`config.mk`:
```
export PLATFORM = sky130hd
export DESIGN_NAME = latch_event_logger
export DESIGN_NICKNAME = d
export VERILOG_FILES = /design/src/rtl/latch_event_logger_pkg.sv /design/src/rtl/latch_event_logger_event_fifo.sv /design/src/rtl/latch_event_logger.sv
export SDC_FILE = /design/constraint.sdc
export NUM_CORES = 1
export LEC_CHECK = 0
export CAP_MARGIN = 25
export CORE_MARGIN = 5
export CORE_UTILIZATION = 60
export CTS_CLUSTER_DIAMETER = 60
export DETAILED_ROUTE_END_ITERATION = 16
export PLACE_DENSITY = 0.86
export SLEW_MARGIN = 0
export SYNTH_ARGS = -nofsm -noshare
export SYNTH_HDL_FRONTEND = slang
export SYNTH_HIERARCHICAL = 1
export SYNTH_SLANG_ARGS = --single-unit
```
`constraint.sdc`:
```
create_clock -name clock -period 4.48 [get_ports clock]
set_input_delay 0.672 -clock clock [delete_from_list [all_inputs] [get_ports clock]]
set_output_delay 0.672 -clock clock [all_outputs]
set_load 0.01 [all_outputs]
```
`src/rtl/latch_event_logger_pkg.sv`:
```
// Shared widths, defaults and the event record layout {level, time}, so the
// logger and any monitor/stimulus code decode events identically.
package latch_event_logger_pkg;

   localparam int TS_W_DEF        = 16;
   localparam int DEPTH_DEF       = 8;
   localparam int SYNC_STAGES_DEF = 2;

   // Event record at default width: level sits in the MSB, timestamp below it.
   typedef struct packed {
      logic                level;
      logic [TS_W_DEF-1:0] tstamp;
   } ev_rec_t;

   localparam int EV_LEVEL_BIT = TS_W_DEF;

   // Width of one stored event for a given timestamp width.
   function automatic int ev_width(input int ts_w);
      return ts_w + 1;
   endfunction

endpackage

```
`src/rtl/latch_event_logger_event_fifo.sv`:
```
// Generic show-ahead synchronous FIFO. The head slot is presented
// combinationally on dout and reads 0 while empty. A push into a full FIFO
// is accepted only when a pop happens on the same edge.
module event_fifo #(
   parameter int WIDTH = 17,
   parameter int DEPTH = 8
) (
   input  logic                     clock,
   input  logic                     reset,
   input  logic                     push,
   input  logic                     pop,
   input  logic [WIDTH-1:0]         din,
   output logic [WIDTH-1:0]         dout,
   output logic [$clog2(DEPTH):0]   count,
   output logic                     full,
   output logic                     empty
);

   localparam int AW = $clog2(DEPTH);
   localparam int CW = AW + 1;

   logic [DEPTH-1:0][WIDTH-1:0] mem;
   logic [AW-1:0]               wr_ptr;
   logic [AW-1:0]               rd_ptr;
   logic                        pop_ok;
   logic                        push_ok;

   assign empty   = (count == '0);
   assign full    = (count == CW'(DEPTH));
   assign pop_ok  = pop & ~empty;
   assign push_ok = push & (~full | pop_ok);
   assign dout    = empty ? '0 : mem[rd_ptr];

   // Pointer and occupancy bookkeeping; pointers wrap naturally at DEPTH.
   always_ff @(posedge clock) begin
      if (!reset) begin
         wr_ptr <= '0;
         rd_ptr <= '0;
         count  <= '0;
      end else begin
         if (push_ok) wr_ptr <= wr_ptr + 1'b1;
         if (pop_ok)  rd_ptr <= rd_ptr + 1'b1;
         case ({push_ok, pop_ok})
            2'b10:   count <= count + 1'b1;
            2'b01:   count <= count - 1'b1;
            default: count <= count;
         endcase
      end
   end

   // Storage write; contents need no reset since count gates visibility.
   always_ff @(posedge clock) begin
      if (push_ok) mem[wr_ptr] <= din;
   end

endmodule

```
`src/rtl/latch_event_logger.sv`:
```
// Logs every transition of an asynchronous latch output: synchronises q_in,
// detects edges, timestamps them and queues {level, time} for a consumer.
module latch_event_logger
   import latch_event_logger_pkg::*;
#(
   parameter int TS_W        = TS_W_DEF,
   parameter int DEPTH       = DEPTH_DEF,
   parameter int SYNC_STAGES = SYNC_STAGES_DEF
) (
   input  logic                   clock,
   input  logic                   reset,
   input  logic                   q_in,
   input  logic                   log_en,
   output logic                   ev_valid,
   input  logic                   ev_ready,
   output logic                   ev_level,
   output logic [TS_W-1:0]        ev_time,
   output logic [$clog2(DEPTH):0] ev_count,
   output logic                   overflow,
   input  logic                   ovf_clr
);

   localparam int EW = ev_width(TS_W);

   typedef struct packed {
      logic            level;
      logic [TS_W-1:0] tstamp;
   } ev_t;

   logic [SYNC_STAGES-1:0] sync_q;
   logic                   s_q;
   logic                   prev_q;
   logic [TS_W-1:0]        ts;
   logic                   evt;
   logic                   pop;
   logic                   push;
   logic                   drop;
   logic                   full;
   logic                   empty;
   ev_t                    wr_ev;
   ev_t                    head;

   assign s_q      = sync_q[SYNC_STAGES-1];
   assign evt      = log_en & (s_q ^ prev_q);
   assign ev_valid = ~empty;
   assign pop      = ev_valid & ev_ready;
   assign push     = evt & (~full | pop);
   assign drop     = evt & full & ~pop;

   assign wr_ev.level  = s_q;
   assign wr_ev.tstamp = ts;
   assign ev_level     = head.level;
   assign ev_time      = head.tstamp;

   // Synchroniser shift chain for the asynchronous latch output.
   always_ff @(posedge clock) begin
      if (!reset) sync_q <= '0;
      else        sync_q <= {sync_q[SYNC_STAGES-2:0], q_in};
   end

   // prev_q tracks s_q unconditionally so re-enabling never fakes an edge;
   // ts advances only while logging is enabled and wraps silently.
   always_ff @(posedge clock) begin
      if (!reset) begin
         prev_q <= 1'b0;
         ts     <= '0;
      end else begin
         prev_q <= s_q;
         if (log_en) ts <= ts + 1'b1;
      end
   end

   // Sticky drop flag; a drop on the same edge as a clear keeps it set.
   always_ff @(posedge clock) begin
      if (!reset)       overflow <= 1'b0;
      else if (drop)    overflow <= 1'b1;
      else if (ovf_clr) overflow <= 1'b0;
   end

   event_fifo #(
      .WIDTH (EW),
      .DEPTH (DEPTH)
   ) u_fifo (
      .clock (clock),
      .reset (reset),
      .push  (push),
      .pop   (pop),
      .din   (wr_ev),
      .dout  (head),
      .count (ev_count),
      .full  (full),
      .empty (empty)
   );

endmodule

```
==> results of run 1 <==
## sequential cells by signal (all words and copies together), names as in the netlist
signal / cells
u_fifo/count: 4
ts: 16
sync_q: 2
u_fifo/mem: 136
prev_q: 1
overflow: 1
u_fifo/rd_ptr: 3
u_fifo/wr_ptr: 3
## layout make-up
class / count / area (um^2) / share of cell area
Timing Repair Buffer: 41 / 390 / 0.0491
Sequential cell: 166 / 4690 / 0.589
Clock inverter: 11 / 196 / 0.0247
Tap cell: 143 / 179 / 0.0225
Inverter: 10 / 37.5 / 0.00472
Multi-Input combinational cell: 199 / 2000 / 0.252
Clock buffer: 21 / 460 / 0.0579
## per-layer routing
layer	up-vias	track usage	share of wire
met3	24	0.0497	0.070
met4	0	0.0940	0.020
li1	1603	-	-
met2	188	0.358	0.52
met1	1809	0.281	0.39
met5	-	0	0
## metrics by stage
stage / setup slack [ns] / instance area [um^2] / utilization
after floorplan: 0.814 / 6810 / -
after global placement: 1.09 / 7290 / 0.647
after detailed placement: 0.948 / 7290 / 0.647
after CTS: 0.979 / 7950 / 0.705
after global routing: 0.863 / 7950 / 0.705
final: 1.07 / 7950 / 0.705
## cell families after synthesis
| logic type | after synthesis | share of synthesized area |
|---|---|---|
| flops | 166 | 0.688 |
| compound gates | 21 | 0.0274 |
| simple gates | 97 | 0.0815 |
| xor+xnor | 20 | 0.0257 |
| buf+inv | 29 | 0.0224 |
| fa+ha+maj | 6 | 0.0121 |
| mux | 55 | 0.143 |
## critical path, delay by kind of cell (launching register included)
kind	cells	cell delay [ns]
buffers and inverters	2	0.77
and+or+nand+nor	1	0.07
DFF	1	0.77
muxes	2	0.71
## Yosys cell counts (all sizes together), types with 2 or more instances
library cell,n,share of area
o21ai,5,0.0059
buf,12,0.012
nor3,9,0.0073
edfxtp,136,0.60
nand3,5,0.0037
a21boi,2,0.0022
dfxtp,30,0.088
or3,3,0.0035
ha,5,0.0092
nor2,30,0.017
and2,18,0.017
mux4,34,0.11
nand2b,6,0.0055
mux2i,21,0.031
xnor2,8,0.010
o211ai,2,0.0029
inv,10,0.0055
nor4,6,0.010
a21oi,4,0.0029
clkbuf,7,0.0044
a211oi,2,0.0040
nand2,10,0.0055
xor2,12,0.015
nand4,8,0.010
## path summary, 6_finish.rpt
kind / start / endpoint / slack, ns / cells after the start
min: sync_q[0] / sync_q[1] / 0.44 / 1
min reg2reg: sync_q[0] / sync_q[1] / 0.44 / 1
max reg2reg: u_fifo/count[0] / u_fifo/count[3] / 1.37 / 12
max: u_fifo/rd_ptr[0] / ev_time[2] / 1.07 / 5
## where the power goes
part | switching [mW] | internal [mW]
combinational | 0.0289 | 0.0259
clock | 0.577 | 1.02
sequential | 0.0131 | 1.66
total | 0.619 | 2.71
==> results.md, run 1 <==
- Status: complete, no violations
- Die Span Y: 117 um
- Synthesized area per cell: 17.3 um^2
- Ys async rst share: 0
- Via count: 3,624
- Max incr delay on CP: 0.77 ns
- Synth Register Bits: 166
- Setup bufs post-CTS: 0
- Antenna diodes: 0
- Post-layout min period: 3.41 ns
- Post-synth EDFFs: 136
- Num rows: 39
- Drt drc: 0
- Grt ovf: 0
- Commonest non-fill, non-tap cell in the layout: edfxtp_1
- Post-Route WL: 13,400 um
- Relative slew slack: 0.442
- Distinct cells, synth: 48
- Setup tns final: 0 ns
- IO Pins: 29
- CTS tree: built
- Global-route wire length before repair: 21,000 um
- Die ar.: 13,600 um^2
- Layout Skew: 0.0103 ns
- Pwr Density: 418 nW/um^2
- Syn Inst Count: 394
- Startpoint types: register
- Post-DR vias/cell: 6.13
- Setup crit end kind: primary output
- Layout cells sized above 1: 0.217
- Wirelength per Cell: 22.7 um
- Num CTS Buffers: 17
- Crit Path Category: reg2out
- Final worst path period share: 0.762
- Reg clk slew, reported paths: 0.06 ns
- Tightest hold margin: 0.445 ns
- Endpoints failing setup: 0
- Clock Sink Count: 166
- Worst slew pin tran: 0.835 ns
- Cell chain of the critical path: buf_12 -> mux4_2 -> mux2i_1 -> nor2_1 -> clkdlybuf4s50_1
- Largest fanout on the critical path: 20
- PortBufs: 28
- Number of fill cells: 667
- Clk Latency, worst-skew pair: 0.42 ns
- Starting DRT DRC Count: 367
- Dpl cells: 559
- Maxcap violations: 0
- Most frequent cells in the layout: 136 x edfxtp_1, 34 x mux4_2, 30 x nor2_1
- Initial core utilization: 0.604
- Top FF cell, synth: edfxtp_1
- Lkg Pwr: 2.64 nW
- CTS max path bufs: 2
- Max Clk Rate: 0.293 GHz
- YS warnings: 6
- Critical path arrival: 2.74 ns
- Mapped Nets: 406
- Final HPWL DP: 7470 um
- Post-layout nets: 447
- GP Congestion: 0.803
- Sequential share of the synthesized area: 0.688
- Final Hold Viols: 0
- Fin cells: 591
- Die Wd: 117 um
- Post-CTS resize count: 0
- CTS root buffer: clkbuf_16
- Unrepaired setup endpoints after global routing: no
- H-tree depth: 4
- Pin count of the biggest net entering global routing: 37
- Syn Std Cell Area: 6810 um^2
- Worst hold path type: reg2reg
- Gr usage total: 0.218
- Final Max Slew Viols: 0
- Core footprint: 11,300 um^2
- Number of global-route vias before repair: 3,716
- Initial antenna violation count: 0
- Worst EP required: 3.81 ns
- Area Overhead vs Synth: 16.7%
- Critical-path top delay cell: dfxtp_2
- Final Power: 3.33 mW
- TritonRoute pass-1 iters: 5
- Peak supply drop: 0.326 mV
- Detail Route Antenna Nets: 0
- Hold buffers post-CTS: 0
Power figures use the tool's default switching activity.
==> inputs of run 2 (changes only) <==
==> constraint.sdc (replaced) <==
create_clock -name clock -period 3.4 [get_ports clock]
set_input_delay 0.51 -clock clock [delete_from_list [all_inputs] [get_ports clock]]
set_output_delay 0.51 -clock clock [all_outputs]
set_load 0.01 [all_outputs]
==> run 2 against run 1 <==
  * Register-to-register slack got worse by 0.87 ns
  * Final area decreased by 0.35%
  * Via count about the same
  * Power grew 24%
  * Clock-buffer cell count rose by 1
  * Sequential share of layout area increased by 0.20 points
  * First-iteration DRC count decreased by 23%
  * Setup slack worse by 0.59 ns
  * Flip-flop and latch count is the same
  * Die area did not move
  * Final cell count up 1.2%
  * Critical endpoint is now ev_time[8]
==> results.md, run 2 (same netlist as run 1, synthesis figures left out) <==
- Clk Latency, worst-skew pair: 0.42 ns (about the same)
- CTS root buffer: clkbuf_16
- Post-layout min period: 2.92 ns
- GP Congestion: 0.857 (+6.8%)
- CTS tree: built
- Max incr delay on CP: 0.51 ns (-0.26 ns)
- Commonest non-fill, non-tap cell in the layout: edfxtp_1
- Gr usage total: 0.223 (+0.00561)
- PortBufs: 28 (unchanged)
- Final HPWL DP: 8210 um (+9.9%)
- Reg clk slew, reported paths: 0.06 ns (about the same)
- Setup bufs post-CTS: 0 (unchanged)
- Relative slew slack: 0.543 (+0.101)
- CTS max path bufs: 2 (unchanged)
- Critical-path top delay cell: clkdlybuf4s50_1
- Post-CTS resize count: 0 (unchanged)
- IO Pins: 29 (unchanged)
- Final Core Density: 0.703 (-0.00244)
- Worst slew pin tran: 0.685 ns (-0.150 ns)
- Final Hold Viols: 0 (unchanged)
- Initial antenna violation count: 0 (unchanged)
- Pin count of the biggest net entering global routing: 35 (-5.4%)
- Biggest register: u_fifo/mem
- Startpoint types: register
- Peak supply drop: 0.439 mV (+34%)
- Status: complete, no violations
- Post-route cell area: 7920 um^2 (-0.35%)
- Most frequent cells in the layout: 136 x edfxtp_1, 34 x mux4_2, 30 x nor2_1
- Clock Sink Count: 166 (unchanged)
- Post-layout nets: 454 (+1.6%)
- Final Max Slew Viols: 0 (unchanged)
- Detail Route Antenna Nets: 0 (unchanged)
- Tightest hold margin: 0.444 ns (-0.000855 ns)
- Core footprint: 11,300 um^2 (unchanged)
- Layout cells sized above 1: 0.226 (+0.00986)
- Starting DRT DRC Count: 283 (-23%)
- Pwr Density: 522 nW/um^2 (+25%)
- Wirelength per Cell: 23.0 um (+1.5%)
- Worst Path Buf+Inv: 2 (unchanged)
- Die Span Y: 117 um (unchanged)
- Die ar.: 13,600 um^2 (unchanged)
- Crit Path Category: reg2out
- Final worst path period share: 0.860
- Global-route wire length before repair: 21,900 um (+4.4%)
- Largest fanout on the critical path: 34 (+70%)
- Unrepaired setup endpoints after global routing: no
- Lkg Pwr: 2.66 nW (+0.68%)
- Worst EP required: 2.89 ns (-0.92 ns)
- Grt ovf: 0 (unchanged)
- H-tree depth: 4 (unchanged)
- Critical path arrival: 2.41 ns (-0.33 ns)
- Drt drc: 0 (unchanged)
- Max FFs per register: 136 (unchanged)
- Post-DR vias/cell: 6.06 (-1.1%)
- Num rows: 39 (unchanged)
- Via count: 3,626 (+0.055%)
- Setup tns final: 0 ns (unchanged)
- Endpoints failing setup: 0 (unchanged)
- Antenna diodes: 0 (unchanged)
- Area Overhead vs Synth: 16.3%
- Die Wd: 117 um (unchanged)
- TritonRoute pass-1 iters: 4 (-1)
- Initial core utilization: 0.604 (unchanged)
- Worst hold path type: reg2reg
- Number of fill cells: 679 (+1.8%)
- Maxcap violations: 0 (unchanged)
- DP Area: 7340 um^2 (+0.67%)
- Setup crit end kind: primary output
- Max Clk Rate: 0.342 GHz
- Layout Skew: 0.00932 ns (-0.000989 ns)
- CP top delay family: buffers and inverters
- Num CTS Buffers: 17 (unchanged)
- Hold buffers post-CTS: 0 (unchanged)
- Biggest regs: u_fifo/mem (136), ts (16), u_fifo/count (4)
- Cell chain of the critical path: buf_4 -> mux4_2 -> mux2i_1 -> nor2_1 -> clkdlybuf4s50_1
- Post-Route WL: 13,800 um (+2.7%)
- Number of global-route vias before repair: 3,853 (+3.7%)
-- run 2: cell count changes in the layout (fill, tap and decap cells not counted), sizes merged --
| cell | previous run | this run |
|---|---|---|
| inv | 11 | 12 |
| clkbuf | 21 | 22 |
| clkinvlp | 5 | 1 |
| bufinv | 5 | 1 |
| buf | 13 | 20 |
| clkinv | 0 | 6 |
-- run 2: cell type report --
type,instances,area (um^2),share of cell area
Multi-Input combinational cell,199,2010,0.254
Sequential cell,166,4690,0.591
Inverter,10,37.5,0.00474
Timing Repair Buffer,48,430,0.0543
Tap cell,143,179,0.0226
Clock inverter,10,93.8,0.0118
Clock buffer,22,487,0.0614
-- run 2: report_power, final --
part	total [mW]	switching (mW)	internal, mW
combinational	0.0772	0.0403	0.0369
sequential	2.21	0.0168	2.19
clock	1.86	0.759	1.10
total	4.14	0.816	3.32
-- run 2: path summary, 6_finish.rpt --
kind	startpoint	endpoint	slack (ns)	depth (start not counted)
hold / removal	sync_q[0]	sync_q[1]	0.44	1
setup / recovery	u_fifo/rd_ptr[1]	ev_time[8]	0.48	5
setup reg to reg	u_fifo/count[0]	u_fifo/count[3]	0.50	11
hold reg to reg	sync_q[0]	sync_q[1]	0.44	1
-- run 2: layer usage --
metal  GRT usage  vias to the layer above  wire (um)
met3      0.0446                       15        721
met4      0.0818                        0        182
met2       0.386                      104       7490
met1       0.282                     1889       5370
li1            -                     1618          -
met5           0                        -          0
-- run 2: metrics by stage --
stage	instances	setup slack (ns)	power, mW
finish	598	0.478	4.14
CTS	598	0.423	4.17
global placement	566	0.598	2.32
floorplan	394	0.144	2.29
global route	598	0.270	4.27
detailed placement	566	0.458	2.33
==> inputs of run 3 (changes only) <==
--- a/config.mk
+++ b/config.mk
@@ -6,7 +6,6 @@
 export NUM_CORES = 1
 export LEC_CHECK = 0
 export CAP_MARGIN = 25
-export CORE_MARGIN = 5
 export CORE_UTILIZATION = 60
 export CTS_CLUSTER_DIAMETER = 60
 export DETAILED_ROUTE_END_ITERATION = 16
==> run 3 against run 2 <==
  * Setup slack got worse by 0.046 ns
  * Wire length decreased by 8.7%
  * Sequential power about the same
  * Power decreased by 4.7%
  * Largest cell class unchanged
  * Largest power group unchanged
==> results.md, run 3 (same netlist as run 1, synthesis figures left out) <==
- Critical Path Stages: 5 (unchanged)
- Number of fill cells: 690 (+1.6%)
- Post-layout min period: 2.97 ns (+0.0463 ns)
- R2R depth: 11 (unchanged)
- Lkg Pwr: 2.59 nW (-2.8%)
- Endpoints failing setup: 0 (unchanged)
- Max Clk Rate: 0.337 GHz (-1.6%)
- GP Congestion: 0.740 (-14%)
- Reg clk slew, reported paths: 0.06 ns (about the same)
- CTS tree: built
- Grt ovf: 0 (unchanged)
- Worst Path Buf+Inv: 2 (unchanged)
- Startpoint types: register
- Maxcap violations: 0 (unchanged)
- Pwr Density: 504 nW/um^2 (-3.6%)
- Critical-path top delay cell: mux4_2
- Starting DRT DRC Count: 247 (-13%)
- Clock Sink Count: 166 (unchanged)
- Biggest regs: u_fifo/mem (136), ts (16), u_fifo/count (4)
- Hold buffers post-CTS: 0 (unchanged)
- Critical path arrival: 2.46 ns (+0.05 ns)
- Detail Route Antenna Nets: 0 (unchanged)
- PortBufs: 28 (unchanged)
- Setup crit end kind: primary output
- Unrepaired setup endpoints after global routing: no
- Final worst path period share: 0.873 (+0.0136)
- Largest fanout on the critical path: 34 (unchanged)
- Wirelength per Cell: 21.3 um (-7.4%)
- Via count: 3,486 (-3.9%)
- Clock power share: 0.422 (-0.026)
- CP top delay family: multiplexers
- Final Power: 3.94 mW (-4.7%)
- Post-DR vias/cell: 5.91 (-2.6%)
- Logic pwr share: 0.019 (about the same)
- Final HPWL DP: 7040 um (-14%)
- Status: complete, no violations
- Layout Skew: 0.0177 ns (+0.00842 ns)
- Gr usage total: 0.243 (+0.0196)
- Hold depth: 1 (unchanged)
- Global-route wire length before repair: 20,100 um (-8.2%)
- Worst slew pin tran: 0.543 ns (-0.141 ns)
- Antenna diodes: 0 (unchanged)
- H-tree depth: 4 (unchanged)
- Sw power: 0.771 mW (-5.5%)
- Post-route cell area: 7830 um^2 (-1.2%)
- Area Overhead vs Synth: 14.9%
- Number of global-route vias before repair: 3,751 (-2.6%)
- Core footprint: 10,900 um^2 (-3.0%)
- Num rows: 38 (-2.6%)
- IO Pins: 29 (unchanged)
- Max incr delay on CP: 0.55 ns (+0.04 ns)
- Final Core Density: 0.716 (+0.0129)
- Initial core utilization: 0.623 (+0.0186)
- Final Hold Viols: 0 (unchanged)
- Most frequent cells in the layout: 136 x edfxtp_1, 34 x mux4_2, 30 x nor2_1
- Worst EP required: 2.89 ns (about the same)
- DP Area: 7310 um^2 (-0.39%)
- Setup tns final: 0 ns (unchanged)
- Initial antenna violation count: 0 (unchanged)
- Die ar.: 11,800 um^2 (-13%)
- Pin count of the biggest net entering global routing: 37 (+5.7%)
- CTS max path bufs: 2 (unchanged)
- Fin cells: 590 (-1.3%)
- Post-layout nets: 449 (-1.1%)
- Max FFs per register: 136 (unchanged)
- Layout cells sized above 1: 0.211 (-0.0153)
- Relative slew slack: 0.638 (+0.0948)
- Internal: 3.17 mW (-4.5%)
- Die Wd: 109 um (-6.9%)
- Peak supply drop: 0.256 mV (-42%)
- Post-CTS resize count: 0 (unchanged)
- Die Span Y: 109 um (-6.9%)
- Cell chain of the critical path: buf_12 -> mux4_2 -> mux2i_1 -> nor2_1 -> clkdlybuf4s50_1
- Setup bufs post-CTS: 0 (unchanged)
- TritonRoute pass-1 iters: 4 (unchanged)
- Dpl cells: 558 (-1.4%)
- Drt drc: 0 (unchanged)
- CTS root buffer: clkbuf_16
- Worst hold path type: reg2reg
- Net Sw Frac: 0.196 (-0.00153)
- Commonest non-fill, non-tap cell in the layout: edfxtp_1
- Post-Route WL: 12,600 um (-8.7%)
- Num CTS Buffers: 17 (unchanged)
- Register share of total power: 0.559 (+0.026)
- Final Max Slew Viols: 0 (unchanged)
- Clk Latency, worst-skew pair: 0.42 ns (about the same)
- Crit Path Category: reg2out
- Biggest register: u_fifo/mem
[run 3: cell count changes in the layout (fill, tap and decap cells not counted)]
cell / previous run / this run
inv_6: 1 / 0
clkinv_4: 3 / 0
buf_12: 0 / 1
clkinvlp_4: 1 / 5
inv_4: 1 / 0
clkbuf_1: 3 / 6
buf_4: 20 / 14
clkbuf_8: 0 / 1
bufinv_16: 1 / 0
clkbuf_16: 19 / 17
[run 3: path summary, 6_finish.rpt]
| path | from | end | slack (ns) |
|---|---|---|---|
| worst max-delay path | u_fifo/rd_ptr[0] | ev_level | 0.43 |
| worst min-delay path | sync_q[0] | sync_q[1] | 0.44 |
| worst max register to register | u_fifo/count[0] | u_fifo/count[3] | 0.61 |
| worst min register to register | sync_q[0] | sync_q[1] | 0.44 |
[run 3: power by group through the flow]
stage               registers (mW)  logic (mW)  clock network, mW
detailed placement            2.25      0.0745                  0
CTS                           2.21      0.0754               1.70
global placement              2.25      0.0724                  0
global route                  2.21      0.0812               1.77
floorplan                     2.24      0.0456                  0
finish                        2.21      0.0738               1.66
[run 3: metrics by stage]
step           hold slack [ns]  setup slack (ns)
3_3_place_gp             0.417             0.561
3_5_place_dp             0.428             0.455
2_1_floorplan            0.412             0.144
5_1_grt                  0.446             0.335
4_1_cts                  0.442             0.396
6_report                 0.439             0.431
[run 3: final cells by class]
type	instances	area, um^2	area share
Clock buffer	24	462	0.0590
Inverter	10	37.5	0.00479
Tap cell	140	175	0.0224
Timing Repair Buffer	43	405	0.0518
Multi-Input combinational cell	199	2010	0.257
Sequential cell	166	4690	0.599
Clock inverter	8	52.6	0.00671
[run 3: per-layer routing]
| layer | share of wire | GRT usage |
|---|---|---|
| met5 | 0 | 0 |
| met4 | 0.012 | 0.101 |
| met3 | 0.062 | 0.0488 |
| met2 | 0.54 | 0.423 |
| met1 | 0.39 | 0.295 |
